File: src/rtl/rto_dds_command_decoder.sv
// Decodes timestamped real-time-output entries into DDS frequency, phase and
// amplitude registers, with a linear amplitude-ramp engine.
module rto_dds_command_decoder #(
    parameter int unsigned FREQ_WIDTH  = 48,
    parameter int unsigned PHASE_WIDTH = 16,
    parameter int unsigned AMP_WIDTH   = 14
) (
    input  logic                   clk,
    input  logic                   reset,
    input  logic                   cmd_valid,
    input  logic [127:0]           rto_in,
    output logic [FREQ_WIDTH-1:0]  dds_freq,
    output logic [PHASE_WIDTH-1:0] dds_phase,
    output logic [AMP_WIDTH-1:0]   dds_amp,
    output logic                   dds_update,
    output logic                   ramp_busy,
    output logic                   ramp_done,
    output logic                   opcode_error,
    output logic [127:0]           opcode_error_data,
    output logic [63:0]            last_timestamp
);

    localparam int unsigned TS_LSB   = 64;
    localparam int unsigned OPC_LSB  = 60;
    localparam int unsigned STEP_LSB = 16;

    localparam logic [3:0] OP_NOP       = 4'h0;
    localparam logic [3:0] OP_SET_FREQ  = 4'h1;
    localparam logic [3:0] OP_SET_PHASE = 4'h2;
    localparam logic [3:0] OP_UPDATE    = 4'h3;
    localparam logic [3:0] OP_SET_AMP   = 4'h4;
    localparam logic [3:0] OP_RAMP_AMP  = 4'h5;

    typedef enum logic {
        IDLE = 1'b0,
        RAMP = 1'b1
    } state_t;

    state_t                 state;
    logic [FREQ_WIDTH-1:0]  shadow_freq;
    logic [PHASE_WIDTH-1:0] shadow_phase;
    logic [AMP_WIDTH-1:0]   ramp_target;
    logic [AMP_WIDTH-1:0]   ramp_step;

    logic [3:0]             opcode;
    logic [AMP_WIDTH-1:0]   cmd_amp;
    logic [AMP_WIDTH-1:0]   cmd_step;
    logic                   ramp_up;
    logic [AMP_WIDTH:0]     ramp_diff;

    // Payload field extraction.
    assign opcode   = rto_in[OPC_LSB+3:OPC_LSB];
    assign cmd_amp  = rto_in[AMP_WIDTH-1:0];
    assign cmd_step = rto_in[STEP_LSB+AMP_WIDTH-1:STEP_LSB];

    assign ramp_busy = (state == RAMP);

    // Distance to the ramp target, one bit wider so it can never wrap.
    always_comb begin
        ramp_up   = (ramp_target > dds_amp);
        ramp_diff = '0;
        if (ramp_up) begin
            ramp_diff = {1'b0, ramp_target} - {1'b0, dds_amp};
        end else begin
            ramp_diff = {1'b0, dds_amp} - {1'b0, ramp_target};
        end
    end

    // Ramp stepping first, then command decode so a command overrides the step.
    always_ff @(posedge clk) begin
        if (reset) begin
            state             <= IDLE;
            shadow_freq       <= '0;
            shadow_phase      <= '0;
            ramp_target       <= '0;
            ramp_step         <= '0;
            dds_freq          <= '0;
            dds_phase         <= '0;
            dds_amp           <= '0;
            dds_update        <= 1'b0;
            ramp_done         <= 1'b0;
            opcode_error      <= 1'b0;
            opcode_error_data <= '0;
            last_timestamp    <= '0;
        end else begin
            dds_update   <= 1'b0;
            ramp_done    <= 1'b0;
            opcode_error <= 1'b0;

            if (state == RAMP) begin
                if (ramp_diff <= {1'b0, ramp_step}) begin
                    dds_amp   <= ramp_target;
                    ramp_done <= 1'b1;
                    state     <= IDLE;
                end else if (ramp_up) begin
                    dds_amp <= dds_amp + ramp_step;
                end else begin
                    dds_amp <= dds_amp - ramp_step;
                end
            end

            if (cmd_valid) begin
                last_timestamp <= rto_in[127:TS_LSB];
                case (opcode)
                    OP_NOP: begin
                    end
                    OP_SET_FREQ: begin
                        shadow_freq <= rto_in[FREQ_WIDTH-1:0];
                    end
                    OP_SET_PHASE: begin
                        shadow_phase <= rto_in[PHASE_WIDTH-1:0];
                    end
                    OP_UPDATE: begin
                        dds_freq   <= shadow_freq;
                        dds_phase  <= shadow_phase;
                        dds_update <= 1'b1;
                    end
                    OP_SET_AMP: begin
                        dds_amp   <= cmd_amp;
                        ramp_done <= 1'b0;
                        state     <= IDLE;
                    end
                    OP_RAMP_AMP: begin
                        ramp_target <= cmd_amp;
                        ramp_step   <= cmd_step;
                        if ((cmd_step == '0) || (cmd_amp == dds_amp)) begin
                            // Degenerate ramp collapses to an immediate set.
                            dds_amp   <= cmd_amp;
                            ramp_done <= 1'b1;
                            state     <= IDLE;
                        end else begin
                            // Retarget holds the current amplitude this cycle.
                            dds_amp   <= dds_amp;
                            ramp_done <= 1'b0;
                            state     <= RAMP;
                        end
                    end
                    default: begin
                        opcode_error      <= 1'b1;
                        opcode_error_data <= rto_in;
                    end
                endcase
            end
        end
    end

endmodule

File: config.mk
export PLATFORM = sky130hd
export DESIGN_NAME = rto_dds_command_decoder
export DESIGN_NICKNAME = d
export VERILOG_FILES = /design/src/rtl/rto_dds_command_decoder.sv
export SDC_FILE = /design/constraint.sdc
export NUM_CORES = 1
export LEC_CHECK = 0
export CAP_MARGIN = 20
export CORE_MARGIN = 2
export CORE_UTILIZATION = 33
export DETAILED_ROUTE_END_ITERATION = 16
export PLACE_DENSITY = 0.6
export SKIP_CTS_REPAIR_TIMING = 1
export SYNTH_ARGS = -nofsm -noshare
export SYNTH_HDL_FRONTEND = slang
export SYNTH_SLANG_ARGS = --single-unit
export TNS_END_PERCENT = 1
File: constraint.sdc
create_clock -name clk -period 6.14 [get_ports clk]
set_input_delay 0.614 -clock clk [delete_from_list [all_inputs] [get_ports clk]]
set_output_delay 0.614 -clock clk [all_outputs]
set_load 0.005 [all_outputs]
==> results of run 1 <==
==> critical path: stages, from the launching register on <==
cell and delay [ns]:
dfxtp_1 0.45, inv_1 0.12, ha_1 0.44, and3_1 0.22, a221oi_1 0.37, o21ai_1 0.14
o21ai_2 0.29, buf_4 0.27, mux2_2 0.37, a221oi_1 0.34, xnor2_1 0.12, ha_1 0.30
nand4_1 0.11, nor2_1 0.11, nand3_1 0.09, o311ai_0 0.26, o21ai_0 0.22, o211ai_4 0.27
buf_4 0.31, o41ai_1 0.08, a31oi_1 0.16, o32ai_1 0.10
==> power by group <==
group	total [mW]	switching [mW]	internal (mW)
Combinational	1.22	0.680	0.542
Sequential	2.51	0.0527	2.46
Clock	2.53	1.04	1.49
Total	6.26	1.77	4.49
==> cells by family after synthesis <==
| family | after synthesis | share of synthesized area, % |
|---|---|---|
| AO/OA/AOI/OAI | 428 | 15.32 |
| XOR/XNOR | 49 | 2.761 |
| adder cells (fa/ha/maj) | 59 | 4.895 |
| buffers and inverters | 181 | 4.556 |
| flip-flops | 366 | 47.14 |
| multiplexers | 93 | 6.030 |
| AND/OR/NAND/NOR | 762 | 19.30 |
==> sequential cells by signal, summed over array words and instances (netlist names) <==
signal             cells
opcode_error_data    128
dds_freq              48
ramp_done              1
dds_phase             16
shadow_freq           48
ramp_step             14
last_timestamp        64
ramp_target           14
ramp_busy              1
dds_amp               14
shadow_phase          16
dds_update             1
opcode_error           1
==> layout by cell type (no fill, tap or decap), drive strengths merged, types with 7 or more instances in the layout <==
| master | Yosys | final |
|---|---|---|
| nand3 | 16 | 16 |
| clkbuf | 105 | 62 |
| ha | 56 | 56 |
| a21o | 13 | 13 |
| a31oi | 8 | 8 |
| dfxtp | 366 | 366 |
| clkdlybuf4s50 | 0 | 402 |
| nor2 | 132 | 132 |
| nor3 | 13 | 13 |
| nand2 | 563 | 563 |
| a21oi | 318 | 318 |
| buf | 21 | 19 |
| nor4 | 9 | 9 |
| nand2b | 7 | 7 |
| inv | 55 | 58 |
| xnor2 | 30 | 30 |
| o21ai | 31 | 31 |
| mux2i | 88 | 88 |
| xor2 | 19 | 19 |
==> per-stage QoR <==
stage / worst slack (ns) / cells
floorplan: 1.742 / 1938
global placement: 0.9854 / 2839
detailed placement: 0.9007 / 2839
CTS: 0.8666 / 2912
global route: 0.5148 / 2917
finish: 0.8564 / 2917
==> final timing paths <==
check,from,endpoint,slack (ns)
max,dds_amp[11]$_SDFFE_PP0P_,dds_amp[13]$_SDFFE_PP0P_,0.86
min,shadow_freq[6]$_SDFFE_PP0P_,dds_freq[6]$_SDFFE_PP0P_,0.44
max reg2reg,dds_amp[11]$_SDFFE_PP0P_,dds_amp[13]$_SDFFE_PP0P_,0.86
min reg2reg,shadow_freq[6]$_SDFFE_PP0P_,dds_freq[6]$_SDFFE_PP0P_,0.44
==> layer usage <==
layer | vias up | global-route usage [%]
met4 | 0 | 7.231
met3 | 77 | 7.980
met2 | 413 | 38.34
met5 | - | 0
li1 | 7110 | -
met1 | 6958 | 27.45
==> final cells by class <==
| type | count | area (um2) |
|---|---|---|
| Clock inverter | 11 | 155.1 |
| Inverter | 55 | 206.4 |
| Antenna cell | 4 | 10.01 |
| Timing Repair Buffer | 421 | 4194 |
| Clock buffer | 62 | 1237 |
| Tap cell | 607 | 759.5 |
| Fill cell | 4511 | 25130 |
| Sequential cell | 366 | 7327 |
| Multi-Input combinational cell | 1391 | 7537 |
==> reports/metrics.yaml, run 1 <==
synth_edf_count: 0
clock_latency_ns: 0.58
wirelength_mm: 57.63
yosys_warnings: 0
die_h_um: 221.0
dp_hpwl_mm: 41.41
fin_skew_ns: 0.02347
portBuffers: 404
endpoint_kind: "flip-flop"
seq_area_frac_synth_pct: 47.14
async_flop_share_pct: 0
area_delta_synth_final_pct: 37.86
cts_buffers: 43
grt_max_degree: 141
root_buffer: "clkbuf_16"
fin_crit_sh_pct: 86.05
tightest_slew_ns: 1.040
clock-sinks: 366
yosysMostFrequentCell: "nand2_1"
power_density_nw_per_um2: 292.2
worst-r2r-cell-count: 21
drt_iter0_drc: 813
syn-num-nets: 2128
synthTopCellsByArea: "dfxtp_1 47%, nand2_1 14%, a21oi_1 10%"
fmax_ghz: 0.1893
total_power_mw: 6.261
vias: 14560
grt_pass1_wl_mm: 87.89
initial_core_util_pct: 33.38
ir_worst_vdd_mv: 0.2135
synth.cell_area_um2: 15540
first_global_vias: 14460
met3_length_mm: 4.770
syn_area_per_cell_um2: 8.020
gr-total-overflow: 0
slew-limit-headroom_pct: 30.42
setup_viol: 0
routed_wire_length_per_instance_um: 19.76
final_max_slew_viol_count: 0
io_pins: 405
nNetsFinal: 2468
core_area_um2: 46560
crit_type: "reg2reg"
cap_viol_max_count: 0
design_area_um2: 21430
met2_length_mm: 27.49
antenna_found_initial: 4
status: "finished, final reports clean"
drt_pass1_iterations: 4
routabilityCongestion: 0.8892
arrival_ns: 5.72
hold_class: "reg2reg"
tritoncts: "built"
synth_flop_cell: "dfxtp_1"
worstHoldPathCells: 2
clk_pin_slew_ns: 0.06
rows: 79
cts_buffer_depth: 3
required_ns: 6.57
drive_gt1_share_pct: 4.120
die-area_um2: 48850
placed_area_um2: 20010
p_leak_nw: 8.054
period_needed_ns: 5.284
drcViolationCount: 0
rsz0062_at_grt: "false"
post-route-util_pct: 46.02
start_kind: "flip-flop"
ys_ff_latch: 366
drt-met1-wl_mm: 24.06
synthTopCellsByCount: "563 x nand2_1, 366 x dfxtp_1, 318 x a21oi_1"
cts-htree-levels: 2
hold_ws_ns: 0.4372
top_layer_used: "met4"
hold_viol_final: 0
syn_inst: 1938
ant_nets: 0
via_per_inst: 4.991
grt_use_total_pct: 22.89
ys_types: 56
synth_top_area_share_pct: 47.14
die_w_um: 221.0
fin_tns_setup_ns: 0
cp_max_fo: 16
yosys.area.top_type: "dfxtp_1"
Note: power is estimated with default switching activity, not from simulation.
==> inputs of run 2 (changes only) <==
--- a/config.mk
+++ b/config.mk
@@ -10,7 +10,6 @@
 export CORE_UTILIZATION = 33
 export DETAILED_ROUTE_END_ITERATION = 16
 export PLACE_DENSITY = 0.6
-export SKIP_CTS_REPAIR_TIMING = 1
 export SYNTH_ARGS = -nofsm -noshare
 export SYNTH_HDL_FRONTEND = slang
 export SYNTH_SLANG_ARGS = --single-unit
==> results of run 2 <==
No change in the layout: final DEF, timing and power equal those of run 1.
==> inputs of run 3 (changes only) <==
--- a/config.mk
+++ b/config.mk
@@ -9,6 +9,7 @@
 export CORE_MARGIN = 2
 export CORE_UTILIZATION = 33
 export DETAILED_ROUTE_END_ITERATION = 16
+export HOLD_SLACK_MARGIN = 0.03
 export PLACE_DENSITY = 0.6
 export SYNTH_ARGS = -nofsm -noshare
 export SYNTH_HDL_FRONTEND = slang
==> results of run 3 <==
No change in the layout: final DEF, timing and power equal those of run 1.
